### config.mk
export PLATFORM = sky130hd
export DESIGN_NAME = hash_result_arbiter
export DESIGN_NICKNAME = d
export VERILOG_FILES = /design/src/rtl/sketch_pkg.sv /design/src/rtl/sync_fifo.sv /design/src/rtl/hash_result_arbiter.sv
export SDC_FILE = /design/constraint.sdc
export NUM_CORES = 1
export LEC_CHECK = 0
export BUFFER_PORTS_ARGS = -buffer_cell sky130_fd_sc_hd__buf_2
export CELL_PAD_IN_SITES_DETAIL_PLACEMENT = 1
export CELL_PAD_IN_SITES_GLOBAL_PLACEMENT = 1
export CORE_UTILIZATION = 40
export CTS_CLUSTER_SIZE = 8
export DETAILED_ROUTE_END_ITERATION = 12
export HOLD_SLACK_MARGIN = 0.06
export PLACE_DENSITY_LB_ADDON = 0.25
export SLEW_MARGIN = 0
export SYNTH_ARGS = -nofsm -noshare
export SYNTH_HDL_FRONTEND = slang
export SYNTH_HIERARCHICAL = 1
export SYNTH_SLANG_ARGS = --single-unit
### constraint.sdc
create_clock -name Sys_clk -period 4.7 [get_ports Sys_clk]
set_input_delay 0.705 -clock Sys_clk [delete_from_list [all_inputs] [get_ports Sys_clk]]
set_output_delay 0.705 -clock Sys_clk [all_outputs]
set_load 0.005 [all_outputs]
### src/rtl/sketch_pkg.sv
`default_nettype none
// ---------------------------------------------------------------------------
// sketch_pkg : shared types/constants for the hash-sketch stages.   Rev 1.0
// ---------------------------------------------------------------------------
package sketch_pkg;

    localparam int SK_NUM_CH = 3;
    localparam int SK_DATA_W = 4;

    function automatic int ch_width(input int n);
        return (n > 1) ? $clog2(n) : 1;
    endfunction

    localparam int CH_W = ch_width(SK_NUM_CH);

    typedef enum logic [1:0] {
        ST_IDLE    = 2'd0,
        ST_COLLECT = 2'd1,
        ST_DECIDE  = 2'd2
    } state_t;

    // Result entry as seen by downstream sketch stages at default widths
    typedef struct packed {
        logic [SK_DATA_W-1:0] data;
        logic [CH_W-1:0]      ch;
        logic                 hit;
        logic                 timeout;
    } result_t;

endpackage
`default_nettype wire

### src/rtl/sync_fifo.sv
`default_nettype none
// ---------------------------------------------------------------------------
// sync_fifo : first-word-fall-through FIFO, pop-before-push when full. Rev 1.0
// ---------------------------------------------------------------------------
module sync_fifo #(
    parameter int WIDTH = 8,
    parameter int DEPTH = 4
) (
    input  logic             clk,
    input  logic             rst,
    input  logic             wr_en,
    input  logic [WIDTH-1:0] wr_data,
    input  logic             rd_en,
    output logic [WIDTH-1:0] rd_data,
    output logic             full,
    output logic             empty
);

    localparam int AW = $clog2(DEPTH);
    localparam logic [AW:0] PTR_ONE = {{AW{1'b0}}, 1'b1};

    logic [WIDTH-1:0] mem [DEPTH];
    logic [AW:0]      wr_ptr;
    logic [AW:0]      rd_ptr;
    logic             do_wr;
    logic             do_rd;

    assign empty = (wr_ptr == rd_ptr);
    assign full  = (wr_ptr[AW] != rd_ptr[AW]) && (wr_ptr[AW-1:0] == rd_ptr[AW-1:0]);

    // A pop in the same cycle frees the slot the push lands in
    assign do_rd = rd_en && !empty;
    assign do_wr = wr_en && (!full || do_rd);

    assign rd_data = mem[rd_ptr[AW-1:0]];

    always_ff @(posedge clk) begin
        if (rst) begin
            wr_ptr <= '0;
            rd_ptr <= '0;
        end else begin
            if (do_wr) wr_ptr <= wr_ptr + PTR_ONE;
            if (do_rd) rd_ptr <= rd_ptr + PTR_ONE;
        end
    end

    always_ff @(posedge clk) begin
        if (do_wr) mem[wr_ptr[AW-1:0]] <= wr_data;
    end

endmodule
`default_nettype wire

### src/rtl/hash_result_arbiter.sv
`default_nettype none
// ---------------------------------------------------------------------------
// hash_result_arbiter : aligns per-table results, picks one by priority. Rev 1.0
// ---------------------------------------------------------------------------
module hash_result_arbiter
    import sketch_pkg::*;
#(
    parameter int NUM_CH     = 3,
    parameter int DATA_W     = 4,
    parameter int MATCH_VAL  = 15,
    parameter int MODE       = 0,
    parameter int TIMEOUT    = 15,
    parameter int FIFO_DEPTH = 4
) (
    input  logic                         Sys_clk,
    input  logic                         Rst,
    input  logic [NUM_CH*DATA_W-1:0]     Hash_rdata_i,
    input  logic [NUM_CH-1:0]            Hash_rdata_wr_i,
    output logic [DATA_W-1:0]            Mux_data_o,
    output logic [ch_width(NUM_CH)-1:0]  Mux_ch_o,
    output logic                         Mux_hit_o,
    output logic                         Mux_timeout_o,
    output logic                         Mux_valid_o,
    input  logic                         Mux_ready_i,
    output logic                         Busy_o,
    output logic [15:0]                  Drop_cnt_o
);

    localparam int          SEL_W   = ch_width(NUM_CH);
    localparam logic [7:0]  TMO_CNT = 8'(TIMEOUT);

    typedef struct packed {
        logic [DATA_W-1:0] data;
        logic [SEL_W-1:0]  ch;
        logic              hit;
        logic              timeout;
    } entry_t;

    localparam int ENTRY_W = $bits(entry_t);

    state_t                    state;
    logic [NUM_CH-1:0]         got;
    logic [NUM_CH*DATA_W-1:0]  cap;
    logic [7:0]                tcnt;
    logic                      to_flag;
    logic [15:0]               drop_cnt;

    logic [NUM_CH-1:0]         new_strb;
    logic [NUM_CH-1:0]         drop_mask;
    logic [NUM_CH-1:0]         got_nxt;
    logic [3:0]                drop_n;
    logic [16:0]               drop_sum;
    logic [15:0]               drop_nxt;
    logic                      push;
    logic                      pop;
    logic                      fifo_full;
    logic                      fifo_empty;
    entry_t                    sel_entry;
    entry_t                    head;

    // Lowest-index got channel meeting MODE wins; else highest-index got channel
    function automatic entry_t select_entry(
        input logic [NUM_CH-1:0]        g,
        input logic [NUM_CH*DATA_W-1:0] d,
        input logic                     tmo
    );
        entry_t            e;
        logic [DATA_W-1:0] v;
        logic              meets;
        e         = '0;
        e.timeout = tmo;
        for (int c = 0; c < NUM_CH; c++) begin
            if (g[c]) begin
                e.data = d[c*DATA_W +: DATA_W];
                e.ch   = SEL_W'(c);
            end
        end
        for (int c = NUM_CH - 1; c >= 0; c--) begin
            v     = d[c*DATA_W +: DATA_W];
            meets = (MODE == 0) ? (v == DATA_W'(MATCH_VAL)) : (v != DATA_W'(MATCH_VAL));
            if (g[c] && meets) begin
                e.data = v;
                e.ch   = SEL_W'(c);
                e.hit  = 1'b1;
            end
        end
        return e;
    endfunction

    always_comb begin
        new_strb  = '0;
        drop_mask = '0;
        case (state)
            ST_IDLE:    new_strb = Hash_rdata_wr_i;
            ST_COLLECT: begin
                new_strb  = Hash_rdata_wr_i & ~got;
                drop_mask = Hash_rdata_wr_i & got;
            end
            ST_DECIDE:  drop_mask = Hash_rdata_wr_i;
            default:    new_strb = '0;
        endcase
        got_nxt = got | new_strb;
        drop_n  = '0;
        for (int c = 0; c < NUM_CH; c++) begin
            drop_n = drop_n + {3'b000, drop_mask[c]};
        end
        drop_sum = {1'b0, drop_cnt} + {13'd0, drop_n};
        drop_nxt = drop_sum[16] ? 16'hFFFF : drop_sum[15:0];
    end

    assign sel_entry = select_entry(got, cap, to_flag);
    assign pop       = !fifo_empty && Mux_ready_i;
    assign push      = (state == ST_DECIDE) && (!fifo_full || pop);

    always_ff @(posedge Sys_clk) begin
        if (Rst) begin
            state    <= ST_IDLE;
            got      <= '0;
            cap      <= '0;
            tcnt     <= '0;
            to_flag  <= 1'b0;
            drop_cnt <= '0;
        end else begin
            drop_cnt <= drop_nxt;
            got      <= got_nxt;
            for (int c = 0; c < NUM_CH; c++) begin
                if (new_strb[c]) cap[c*DATA_W +: DATA_W] <= Hash_rdata_i[c*DATA_W +: DATA_W];
            end
            case (state)
                ST_IDLE: begin
                    if (|Hash_rdata_wr_i) begin
                        tcnt  <= 8'd1;
                        state <= (&Hash_rdata_wr_i) ? ST_DECIDE : ST_COLLECT;
                    end
                end
                ST_COLLECT: begin
                    if (&got_nxt) begin
                        state <= ST_DECIDE;
                    end else if (tcnt == TMO_CNT) begin
                        state   <= ST_DECIDE;
                        to_flag <= 1'b1;
                    end else begin
                        tcnt <= tcnt + 8'd1;
                    end
                end
                ST_DECIDE: begin
                    if (push) begin
                        got     <= '0;
                        tcnt    <= '0;
                        to_flag <= 1'b0;
                        state   <= ST_IDLE;
                    end
                end
                default: state <= ST_IDLE;
            endcase
        end
    end

    sync_fifo #(
        .WIDTH (ENTRY_W),
        .DEPTH (FIFO_DEPTH)
    ) u_out_fifo (
        .clk     (Sys_clk),
        .rst     (Rst),
        .wr_en   (push),
        .wr_data (sel_entry),
        .rd_en   (Mux_ready_i),
        .rd_data (head),
        .full    (fifo_full),
        .empty   (fifo_empty)
    );

    assign Mux_valid_o   = !fifo_empty;
    assign Mux_data_o    = Mux_valid_o ? head.data    : '0;
    assign Mux_ch_o      = Mux_valid_o ? head.ch      : '0;
    assign Mux_hit_o     = Mux_valid_o && head.hit;
    assign Mux_timeout_o = Mux_valid_o && head.timeout;
    assign Busy_o        = (state != ST_IDLE);
    assign Drop_cnt_o    = drop_cnt;

endmodule
`default_nettype wire

==> key figures <==
Run status
  • Outcome: finished, final reports clean

STA
  • Final critical-path share of the clock period: 76.8%
  • Worst Max-Slew Pin Slew: 0.927 ns
  • Final Worst Setup Slack: 1.09 ns
  • Clock skew: 0.00728 ns
  • Final hold vios: 0
  • Max Slew Vio Count: 0
  • Worst Hold Slack: 0.507 ns
  • Max-slew headroom at the worst pin: 38.2%
  • Unrepaired setup endpoints after global routing: no
  • Clock period minus worst slack: 3.61 ns
  • Accumulated negative setup slack: 0 ns
  • Number of setup violations in the final report: 0
  • Top achievable clock speed: 277 MHz

Floorplanning
  • Floorplan die height: 103 µm
  • Starting density of the core: 41.5%
  • CORE AREA: 9820 µm²
  • Total Die Area: 10600 µm²
  • Num ports: 44
  • Std-Cell Rows: 36
  • Die outline width: 103 µm

CTS
  • TritonCTS buffer count: 9
  • Clock root buffer: sky130_fd_sc_hd__clkbuf_8
  • Clock tree from TritonCTS: built
  • TritonCTS Sinks: 82
  • Number of H-tree branching levels: 3
  • Latest clock arrival within the worst-skew pair: 0.37 ns
  • Buffers from clock root to sink, at most: 2
  • Number of setup buffers added after CTS: 0
  • Clk pin slew, worst setup/hold paths: 0.09 ns
  • Post-cts hold buffer count: 0
  • Post-CTS Resized: 0

Global route
  • Vias in the first global route: 3122
  • Antenna violations before repair: 0
  • Largest net degree at the start of global routing: 51
  • GRT Total Usage: 19.0%
  • First-pass GRT wire length: 15.3 mm
  • Grt ovf: 0

Power
  • Largest vdd supply drop: 0.000146 V
  • Leak pwr: 1.81 nW
  • Power density over the cells: 464 nW/µm²

Routing
  • Top layer used by detailed routing: met4
  • Count of vias placed by the detailed router: 3009
  • 1st-iter DRT viols: 94
  • Drt wl/cell: 16.6 µm
  • Met3 wire len: 326 µm
  • Remaining antenna violation count: 0
  • Total wire length: 9.24 mm
  • Metal1 wirelength: 4.19 mm
  • Routed wl met2: 4.59 mm
  • DRC errors left: 0
  • First drt pass iteration count: 4
  • Routed vias/inst: 5.40

Synthesis
  • Largest cells by area after synthesis: sky130_fd_sc_hd__dfxtp_1 25%, sky130_fd_sc_hd__edfxtp_1 24%, sky130_fd_sc_hd__mux4_2 4.4%
  • Sequential share of the synthesized area: 48.2%
  • Dominant synthesized flop cell: sky130_fd_sc_hd__dfxtp_1
  • Ys Warns: 6
  • Cell area after synthesis: 4070 µm²
  • Share of flip-flops with an asynchronous set or reset: 0%
  • Avg Inst Size Synth: 10.8 µm²
  • Fraction of post-synthesis cell area in the top cell type by area: 24.6%
  • Distinct cell type count after synthesis: 59
  • Synthesized Nets: 411
  • Post-synth EDFFs: 32
  • Dominant cell type by area after synthesis: sky130_fd_sc_hd__dfxtp_1
  • Register bit total from synthesis: 82
  • Number of instances in the synthesized netlist: 378

Setup path
  • Critical path startpoint: state[0]
  • Nature of the critical path endpoint: flip-flop
  • Signal arrival time at the worst endpoint: 3.90 ns
  • Cell with the biggest individual delay on the critical path: sky130_fd_sc_hd__nand3_1
  • Setup CP Type: flip-flop to flip-flop
  • Worst path max stage delay: 0.55 ns
  • Ordered list of cells on the worst path: inv_1, ha_1, a21o_1, nand3_1, fa_1, inv_1, ha_1, fa_1, nand4_1, nor3_1, nand3_1, a21oi_1
  • Worst-case reg-to-reg path depth: 12
  • Crit path max fanout: 14
  • Critical Path Start Type: flip-flop
  • Critical path required time: 4.99 ns
  • Worst R2R Start: state[0]

Final layout
  • Number of filler cells placed in the layout: 1126
  • Synth-to-Final Area Change: 12.1%
  • Antenna diode count: 0
  • Commonest non-fill, non-tap cell in the layout: sky130_fd_sc_hd__dfxtp_1
  • Share of layout cells above drive strength 1: 20.0%
  • Multi-input combinational cell area: 1960 µm²
  • Sequential cell area: 1960 µm²
  • Leading cell types in the layout, fill and taps excluded: 50 x sky130_fd_sc_hd__dfxtp_1, 43 x sky130_fd_sc_hd__buf_2, 32 x sky130_fd_sc_hd__edfxtp_1
  • Net count, final: 452

Placed design
  • I/O Buffers: 43
  • Worst setup slack before clock tree synthesis: 1.07 ns
  • Sum of net half-perimeters after detailed placement: 6.80 mm
  • Final weighted congestion in routability-driven placement: 0.803

Worst hold path
  • Min-Delay Startpoint: cap[1]
  • Worst min path class: flip-flop to flip-flop
  • Cell depth of the worst min-delay path: 2

Job
  • Number of max-capacitance violations reported: 0
power by group:
| group | leakage (nW) | total [W] | switching (W) | internal, W |
|---|---|---|---|---|
| Clock | 0.0876 | 0.000470 | 0.000275 | 0.000195 |
| Combinational | 1.01 | 0.000718 | 0.000399 | 0.000319 |
| Sequential | 0.705 | 0.000929 | 0.0000914 | 0.000838 |
| Total | 1.81 | 0.00212 | 0.000766 | 0.00135 |
cell usage after synthesis, types with 2 or more instances:
library cell and count:
sky130_fd_sc_hd__mux2_1 3, sky130_fd_sc_hd__or4_1 2, sky130_fd_sc_hd__o21a_1 5, sky130_fd_sc_hd__nor3_1 8
sky130_fd_sc_hd__nand4_1 6, sky130_fd_sc_hd__a41oi_2 2, sky130_fd_sc_hd__nor2b_1 10, sky130_fd_sc_hd__a21o_1 5
sky130_fd_sc_hd__a21o_2 2, sky130_fd_sc_hd__a21oi_1 23, sky130_fd_sc_hd__o21ai_0 12, sky130_fd_sc_hd__fa_1 2
sky130_fd_sc_hd__nand2b_1 5, sky130_fd_sc_hd__o311ai_0 3, sky130_fd_sc_hd__nand2_1 21, sky130_fd_sc_hd__xor2_1 4
sky130_fd_sc_hd__nor2_1 30, sky130_fd_sc_hd__inv_1 23, sky130_fd_sc_hd__nor4b_1 2, sky130_fd_sc_hd__mux4_2 8
sky130_fd_sc_hd__a31oi_1 4, sky130_fd_sc_hd__a311oi_1 3, sky130_fd_sc_hd__and3_1 6, sky130_fd_sc_hd__xnor2_2 2
sky130_fd_sc_hd__nand3_1 15, sky130_fd_sc_hd__a211o_1 2, sky130_fd_sc_hd__o211ai_1 3, sky130_fd_sc_hd__clkbuf_1 9
sky130_fd_sc_hd__and2_1 6, sky130_fd_sc_hd__o221a_2 4, sky130_fd_sc_hd__or2_2 2, sky130_fd_sc_hd__o31ai_1 3
sky130_fd_sc_hd__xnor2_1 8, sky130_fd_sc_hd__and2b_1 2, sky130_fd_sc_hd__mux2i_1 15, sky130_fd_sc_hd__ha_1 13
sky130_fd_sc_hd__edfxtp_1 32, sky130_fd_sc_hd__or2_1 2, sky130_fd_sc_hd__buf_6 2, sky130_fd_sc_hd__dfxtp_1 50
sequential cells by signal (all words and copies together), names as in the netlist, named ones only:
signal,count
cap,12
state,2
to_flag,1
u_out_fifo/rd_ptr,3
u_out_fifo/mem,32
Drop_cnt_o,16
got,3
tcnt,8
u_out_fifo/wr_ptr,3
metal layers:
metal | track usage, % | vias up
li1 | - | 1463
met3 | 4.34 | 9
met2 | 33.3 | 45
met4 | 6.72 | 0
met1 | 23.0 | 1492
met5 | 0 | -
worst max-delay path: cells and delay by family (launching register included):
kind	cells	cell delay, ns
AO/OA/AOI/OAI	2	0.51
adder cells (fa/ha/maj)	4	1.17
buffers and inverters	2	0.16
flip-flops	1	0.42
AND/OR/NAND/NOR	4	1.28
metrics by stage:
step	util [%]	total power, W	instance area (µm²)	cells
2_1_floorplan	-	0.00147	4070	378
3_3_place_gp	44.7	0.00164	4390	541
3_5_place_dp	44.7	0.00168	4390	541
4_1_cts	46.5	0.00215	4560	557
5_1_grt	46.5	0.00226	4560	557
6_report	46.5	0.00212	4560	557
final cells by class:
cell class              count  share of cell area, %
clock buffers               9                   2.72
clock inverters             7                   1.12
inverters                  23                   1.89
multi-input cells         260                   42.9
flip-flops and latches     82                   43.0
well taps                 133                   3.65
repair buffers             43                   4.72
final timing paths:
path                                      end  slack, ns
worst max-delay path            Drop_cnt_o[8]       1.09
worst min register to register         cap[1]       0.51
worst min-delay path                   cap[1]       0.51
worst max register to register  Drop_cnt_o[8]       1.09
logic make-up (layout without fill, tap and decap cells):
group | count (synthesis) | after routing | synth area share (%)
flops | 82 | 82 | 48.2
compound gates | 78 | 78 | 13.7
xor+xnor | 15 | 15 | 3.78
mux | 27 | 27 | 9.31
buf+inv | 36 | 82 | 3.72
fa+ha+maj | 15 | 15 | 4.98
simple gates | 125 | 125 | 16.3
Note: power is estimated with default switching activity, not from simulation.
